--- config.mk ---
export PLATFORM = sky130hd
export DESIGN_NAME = pipe_skid_stage_flat
export DESIGN_NICKNAME = d
export VERILOG_FILES = /design/src/rtl/pipe_skid_stage_pkg.sv /design/src/rtl/pipe_skid_stage_if.sv /design/src/rtl/skid_entry_reg.sv /design/src/rtl/pipe_skid_stage.sv /design/src/flat_wrapper.sv
export SDC_FILE = /design/constraint.sdc
export NUM_CORES = 1
export LEC_CHECK = 0
export BUFFER_PORTS_ARGS = -buffer_cell sky130_fd_sc_hd__buf_2
export CAP_MARGIN = 20
export CORE_ASPECT_RATIO = 1.5
export CORE_MARGIN = 2
export CORE_UTILIZATION = 30
export CTS_CLUSTER_DIAMETER = 80
export DETAILED_ROUTE_END_ITERATION = 10
export SYNTH_ARGS = -nofsm -noshare
export SYNTH_HDL_FRONTEND = slang
export SYNTH_HIERARCHICAL = 1
export SYNTH_SLANG_ARGS = --single-unit
--- constraint.sdc ---
create_clock -name clk -period 2 [get_ports clk]
set_input_delay 0.3 -clock clk [delete_from_list [all_inputs] [get_ports clk]]
set_output_delay 0.3 -clock clk [all_outputs]
set_load 0.03 [all_outputs]
--- src/rtl/pipe_skid_stage_pkg.sv ---
// Shared rv32i pipeline constants and types for the skid-buffered pipeline stage.
package pipe_skid_stage_pkg;

    localparam int HOLD_FLAG_W = 3;
    localparam int DW_DEFAULT  = 32;

    typedef logic [HOLD_FLAG_W-1:0] hold_flag_t;

    localparam hold_flag_t HOLD_NONE = 3'd0;
    localparam hold_flag_t HOLD_PC   = 3'd1;
    localparam hold_flag_t HOLD_IF   = 3'd2;
    localparam hold_flag_t HOLD_ID   = 3'd3;

    localparam logic [31:0] INST_NOP  = 32'h0000_0013;
    localparam logic [31:0] ZERO_WORD = 32'h0000_0000;

    function automatic logic hold_active(input hold_flag_t flag, input hold_flag_t lvl);
        return (flag >= lvl);
    endfunction

endpackage

--- src/rtl/pipe_skid_stage_if.sv ---
// Valid/ready payload bus through one skid stage; slave is the stage's own view.
interface pipe_skid_stage_if
    import pipe_skid_stage_pkg::*;
#(
    parameter int DW = DW_DEFAULT
);
    logic          in_valid_i;
    logic          in_ready_o;
    logic [DW-1:0] in_data_i;
    logic          out_valid_o;
    logic          out_ready_i;
    logic [DW-1:0] out_data_o;

    modport master (
        output in_valid_i, in_data_i, out_ready_i,
        input  in_ready_o, out_valid_o, out_data_o
    );

    modport slave (
        input  in_valid_i, in_data_i, out_ready_i,
        output in_ready_o, out_valid_o, out_data_o
    );
endinterface

--- src/rtl/skid_entry_reg.sv ---
// One payload slot: loads on enable, clears to the bubble value on clear or reset.
module skid_entry_reg
    import pipe_skid_stage_pkg::*;
#(
    parameter int            DW      = DW_DEFAULT,
    parameter logic [DW-1:0] DEF_VAL = DW'(ZERO_WORD)
) (
    input  logic          clk,
    input  logic          rst,
    input  logic          clr_i,
    input  logic          load_i,
    input  logic [DW-1:0] d_i,
    output logic [DW-1:0] q_o
);

    logic [DW-1:0] data_d;
    logic [DW-1:0] data_q;

    always_comb begin
        if (clr_i) begin
            data_d = DEF_VAL;
        end else if (load_i) begin
            data_d = d_i;
        end else begin
            data_d = data_q;
        end
    end

    always_ff @(posedge clk) begin
        if (rst) begin
            data_q <= DEF_VAL;
        end else begin
            data_q <= data_d;
        end
    end

    assign q_o = data_q;

endmodule

--- src/rtl/pipe_skid_stage.sv ---
// Two-entry skid pipeline stage with hold freeze, flush and a saturating stall counter.
module pipe_skid_stage
    import pipe_skid_stage_pkg::*;
#(
    parameter int            DW       = DW_DEFAULT,
    parameter logic [DW-1:0] DEF_VAL  = DW'(ZERO_WORD),
    parameter hold_flag_t    HOLD_LVL = HOLD_ID
) (
    input  logic                clk,
    input  logic                rst,
    input  logic                flush_i,
    input  hold_flag_t          hold_flag_i,
    pipe_skid_stage_if.slave    bus,
    output logic [1:0]          occ_o,
    output logic [15:0]         stall_cnt_o
);

    localparam logic [1:0] ST_EMPTY = 2'd0;
    localparam logic [1:0] ST_BUSY  = 2'd1;
    localparam logic [1:0] ST_FULL  = 2'd2;

    logic [1:0]    state_d, state_q;
    logic [15:0]   stall_cnt_d, stall_cnt_q;
    logic          hold_en, accept, fire;
    logic          main_ld, main_clr, skid_ld, skid_clr;
    logic [DW-1:0] main_src, main_val, skid_val;

    assign hold_en         = hold_active(hold_flag_i, HOLD_LVL);
    assign bus.in_ready_o  = (state_q != ST_FULL) & ~hold_en & ~flush_i;
    assign bus.out_valid_o = (state_q != ST_EMPTY) & ~hold_en & ~flush_i;
    assign bus.out_data_o  = main_val;
    assign accept          = bus.in_valid_i & bus.in_ready_o;
    assign fire            = bus.out_valid_o & bus.out_ready_i;

    // Draining FULL promotes the skid entry; otherwise main loads straight from the input.
    always_comb begin
        if (state_q == ST_FULL) begin
            main_src = skid_val;
        end else begin
            main_src = bus.in_data_i;
        end
    end

    always_comb begin
        state_d  = state_q;
        main_ld  = 1'b0;
        main_clr = 1'b0;
        skid_ld  = 1'b0;
        skid_clr = 1'b0;
        if (flush_i) begin
            state_d  = ST_EMPTY;
            main_clr = 1'b1;
            skid_clr = 1'b1;
        end else begin
            case (state_q)
                ST_EMPTY: begin
                    if (accept) begin
                        state_d = ST_BUSY;
                        main_ld = 1'b1;
                    end else begin
                        state_d = ST_EMPTY;
                    end
                end
                ST_BUSY: begin
                    if (accept && fire) begin
                        main_ld = 1'b1;
                    end else if (accept) begin
                        state_d = ST_FULL;
                        skid_ld = 1'b1;
                    end else if (fire) begin
                        state_d  = ST_EMPTY;
                        main_clr = 1'b1;
                    end else begin
                        state_d = ST_BUSY;
                    end
                end
                ST_FULL: begin
                    if (fire) begin
                        state_d  = ST_BUSY;
                        main_ld  = 1'b1;
                        skid_clr = 1'b1;
                    end else begin
                        state_d = ST_FULL;
                    end
                end
                default: begin
                    state_d  = ST_EMPTY;
                    main_clr = 1'b1;
                    skid_clr = 1'b1;
                end
            endcase
        end
    end

    // Hold and flush both force out_valid low, so neither can count as a stall.
    always_comb begin
        if (bus.out_valid_o && !bus.out_ready_i && (stall_cnt_q != 16'hFFFF)) begin
            stall_cnt_d = stall_cnt_q + 16'd1;
        end else begin
            stall_cnt_d = stall_cnt_q;
        end
    end

    always_comb begin
        case (state_q)
            ST_EMPTY: occ_o = 2'd0;
            ST_BUSY:  occ_o = 2'd1;
            ST_FULL:  occ_o = 2'd2;
            default:  occ_o = 2'd0;
        endcase
    end

    always_ff @(posedge clk) begin
        if (rst) begin
            state_q     <= ST_EMPTY;
            stall_cnt_q <= 16'd0;
        end else begin
            state_q     <= state_d;
            stall_cnt_q <= stall_cnt_d;
        end
    end

    assign stall_cnt_o = stall_cnt_q;

    skid_entry_reg #(.DW(DW), .DEF_VAL(DEF_VAL)) u_main (
        .clk    (clk),
        .rst    (rst),
        .clr_i  (main_clr),
        .load_i (main_ld),
        .d_i    (main_src),
        .q_o    (main_val)
    );

    skid_entry_reg #(.DW(DW), .DEF_VAL(DEF_VAL)) u_skid (
        .clk    (clk),
        .rst    (rst),
        .clr_i  (skid_clr),
        .load_i (skid_ld),
        .d_i    (bus.in_data_i),
        .q_o    (skid_val)
    );

endmodule

--- src/flat_wrapper.sv ---
// flat-port wrapper written by rule: the top's interface ports become plain ports
module pipe_skid_stage_flat import pipe_skid_stage_pkg::*;
#(
    parameter int            DW       = DW_DEFAULT,
    parameter logic [DW-1:0] DEF_VAL  = DW'(ZERO_WORD),
    parameter hold_flag_t    HOLD_LVL = HOLD_ID
)
  (clk, rst, flush_i, hold_flag_i, occ_o, stall_cnt_o, bus_in_valid_i, bus_in_data_i, bus_out_ready_i, bus_in_ready_o, bus_out_valid_o, bus_out_data_o);
  pipe_skid_stage_if #(.DW(DW)) bus_i ();
  input  logic clk;
  input  logic rst;
  input  logic flush_i;
  input  hold_flag_t hold_flag_i;
  output logic [1:0] occ_o;
  output logic [15:0] stall_cnt_o;
  input wire logic [$bits(bus_i.in_valid_i)-1:0] bus_in_valid_i;
  input wire logic [$bits(bus_i.in_data_i)-1:0] bus_in_data_i;
  input wire logic [$bits(bus_i.out_ready_i)-1:0] bus_out_ready_i;
  output wire logic [$bits(bus_i.in_ready_o)-1:0] bus_in_ready_o;
  output wire logic [$bits(bus_i.out_valid_o)-1:0] bus_out_valid_o;
  output wire logic [$bits(bus_i.out_data_o)-1:0] bus_out_data_o;
  assign bus_i.in_valid_i = bus_in_valid_i;
  assign bus_i.in_data_i = bus_in_data_i;
  assign bus_i.out_ready_i = bus_out_ready_i;
  assign bus_in_ready_o = bus_i.in_ready_o;
  assign bus_out_valid_o = bus_i.out_valid_o;
  assign bus_out_data_o = bus_i.out_data_o;
  pipe_skid_stage #(.DW(DW), .DEF_VAL(DEF_VAL), .HOLD_LVL(HOLD_LVL)) u_core (.clk(clk), .rst(rst), .flush_i(flush_i), .hold_flag_i(hold_flag_i), .bus(bus_i), .occ_o(occ_o), .stall_cnt_o(stall_cnt_o));
endmodule
==> summary.md <==
* 4.840 — via-per-instance ratio
* 9131 um — total wirelength of the detailed-routed design
* 33 — maximum number of pins on one net before global-route repair
* 82 — number of register bits inferred by synthesis
* 1.860 ns — minimum period implied by the final worst setup slack
* u_core/stall_cnt_o[0] — timing startpoint of the critical path
* 26.92% — Area growth syn-to-layout
* u_core/stall_cnt_o[5] — crit path to
* 0 — Setup violations, final
* 0 — number of max-slew violations in the final report
* 0 — global-route congestion overflow total
* 2.11 ns — Arr. time, crit path
* 10.07 sq um — average instance area after synthesis
* 0 — Post-synth EDFFs
* u_core/stall_cnt_o[5] — Reg-to-Reg End
* 2 — deepest clock path buffer count
* false — unrepaired setup endpoints after global routing
* reg -> reg — kind of critical path
* 9 — number of buffers added by the clock tree synthesis step
* 39 — Netlist cell types
* 3.853 mW — PnR Total Power
* 60.18% — worst-case headroom to the max-slew limit
* 95.24 um — Die Width
* 372 — synthesized netlist cell count
* 4498 um — met2 wire len
* flip-flop — nature of the critical path endpoint
* 30.40% — starting utilization of the core area
* 50 — Std-Cell Rows
* complete, no violations — status
* 461 um — routed wl met3
* 43.82% — sequential cell area fraction in the yosys report
* 92 — count of boundary I/O pins
* 624 — post-route insts no fill
* 0 — diode count
* 0 — max cap viols
* 3057 — via count of the first global-routing pass
* 609 — placed instance count
* 14.63 um — WL per Instance
* in -> reg — class of the tightest hold or removal check
* sky130_fd_sc_hd__dfxtp_1 — top_reg_cell synth
* 82 — # clock sinks
* 82 x sky130_fd_sc_hd__dfxtp_1, 71 x sky130_fd_sc_hd__nor2_1, 65 x sky130_fd_sc_hd__mux2i_1 — most numerous cell types in the synthesized netlist
* done — CTS tree
* 35.90% — layout cell share with drive strength beyond 1
* 5 — cell depth of the worst flop-to-flop path
* 89 — initial drt markers
* 3746 sq um — synthesized cell area
* sky130_fd_sc_hd__dfxtp_1 — most common cell in the netlist
* 505 — Final #Nets
* 43.82% — area fraction of the dominant cell type after synthesis
* 12320 sq um — Core Area
* 140.9 um — die boundary height
* 6378 um — half-perimeter wire length after placement
* 6 — number of iterations in the first detailed-routing pass
* u_core/stall_cnt_o[0] — critical register-to-register path startpoint
* 3 — total number of H-tree levels
* 92.99% — period utilisation layout
* 0% — Async SR Flop Fraction
* 1233 — Fill cells
* 3020 — via count
* 0 — count of nets left with antenna violations after detail routing
* met4 — uppermost layer routed
* 0.5377 GHz — FMAX
* 810.3 nW/um^2 — total power density per cell area
* 13420 sq um — area of the die
* 0 — initial antenna violation count
* 0 — hold buffer count at CTS
* 0.33 ns — Clock Latency Late Sink
* 0.06 ns — clock-pin slew reported for the worst setup and hold paths after clock tree synthesis
* 14940 um — wire length of the first global-routing pass
* 2.25 ns — data required time at the worst endpoint
* 0.8268 — last weighted congestion value of the routability-driven placer
* 14.22% — aggregate global-route resource usage
* sky130_fd_sc_hd__dfxtp_1 — largest area contributor in the synthesized netlist
* 21 — Crit Path Max Fanout
* 0 — number of hold-slack violations in the final timing report
* 4052 um — wl on met1
* 1.829 nW — leak pwr
* flip-flop — critical path launch point type
* sky130_fd_sc_hd__dfxtp_1 44%, sky130_fd_sc_hd__mux2i_1 17%, sky130_fd_sc_hd__mux2_2 10% — top cells by area, synth
* 0.5946 ns — worst slew pin tran
* sky130_fd_sc_hd__clkbuf_16 — clk root buf
* 0.3167 mV — maximum VDD drop
* 413 — number of nets produced by synthesis
* 6 — total of warnings raised by yosys
* 0 — DR DRC count
* 91 — PortBufs
* 0.005177 ns — clock skew after layout
* 0.14 ns — worst reg-to-reg setup slack
-- metal layers --
layer	up-vias	track usage, %
met4	0	4.805
met3	9	3.581
met2	77	23.80
li1	1499	-
met5	-	0
met1	1435	17.56
-- logic make-up after synthesis --
| logic type | count (synthesis) | share of synthesized area [%] |
|---|---|---|
| AOI/OAI and AO/OA | 41 | 7.348 |
| xor gates and xnor gates | 1 | 0.2338 |
| adders and majority gates | 1 | 0.3339 |
| buffers and inverters | 30 | 5.444 |
| DFF | 82 | 43.82 |
| muxes | 99 | 27.59 |
| and+or+nand+nor | 118 | 15.23 |
-- how the worst min path moves through the flow --
stage | startpoint | end | slack, ns | cells after the start
after floorplan | flush_i | u_core/state_q[0] | 0.38 | 1
after detailed placement | u_core/u_main/q_o[3] | u_core/u_main/q_o[3] | 0.48 | 2
after global routing | bus_in_data_i[10] | u_core/u_skid/q_o[10] | 0.22 | 3
after CTS | bus_in_data_i[5] | u_core/u_skid/q_o[5] | 0.21 | 3
final | bus_in_data_i[0] | u_core/u_skid/q_o[0] | 0.22 | 3
after global placement | u_core/u_skid/q_o[10] | u_core/u_skid/q_o[10] | 0.47 | 2
-- area by class of cell --
| cell class | instances | area (sq um) | area share (%) |
|---|---|---|---|
| clock buffer | 9 | 225.2 | 4.737 |
| multi-input combinational | 260 | 1926 | 40.50 |
| clock inverter | 6 | 130.1 | 2.737 |
| inverter | 2 | 7.507 | 0.1579 |
| tap | 156 | 195.2 | 4.105 |
| sequential | 82 | 1643 | 34.55 |
| timing repair buffer | 109 | 628.1 | 13.21 |
-- what timing repair did --
action / in CTS / in global routing
buffers inserted: 0 / 0
endpoints found under the setup margin: 0 / 8
endpoints found under the hold margin: 0 / 0
resized for setup: 0 / 3
-- placed cells by master (no fill, tap or decap), drive strengths merged, types with 2 or more instances in the layout --
cell type and n:
nor2b 5, nor3 3, a21oi 18, inv 2
dfxtp 82, nand4 4, or2 2, clkbuf 9
nor2 71, buf 109, or4 10, nor4 2
bufinv 4, nand2 6, o31ai 11, mux2 34
nand3 4, or3 3, clkinv 2, o21ai 4
a21o 2, mux2i 65, and3 3
-- report_power, final --
group	total [mW]	switching, mW	internal [mW]
sequential	1.65	0.00515	1.64
combinational	0.238	0.131	0.107
clock	1.97	0.632	1.33
total	3.85	0.768	3.09
-- sequential cells by signal, indices dropped and copies added (netlist names) --
name / count
u_core/u_main/q_o: 32
u_core/u_skid/q_o: 32
u_core/state_q: 2
u_core/stall_cnt_o: 16
-- metrics by stage --
step           worst slack (ns)  cell area (sq um)  util [%]  hold WS, ns  setup TNS [ns]
2_1_floorplan         0.0008455               3746         -       0.3793               0
3_5_place_dp           -0.02944               4388     35.60       0.4779        -0.03417
3_3_place_gp           0.009774               4388     35.60       0.4661               0
5_1_grt                 0.05689               4755     38.58       0.2243               0
4_1_cts                 0.02283               4743     38.49       0.2071               0
6_report                 0.1402               4755     38.58       0.2233               0
-- worst max-delay path, cell delays in order (launching register included) --
cell	delay, ns
sky130_fd_sc_hd__dfxtp_1	0.35
sky130_fd_sc_hd__ha_1	0.27
sky130_fd_sc_hd__and3_1	0.20
sky130_fd_sc_hd__and4bb_4	0.27
sky130_fd_sc_hd__or4_1	0.53
sky130_fd_sc_hd__a21oi_1	0.17
Note: power is estimated with default switching activity, not from simulation.
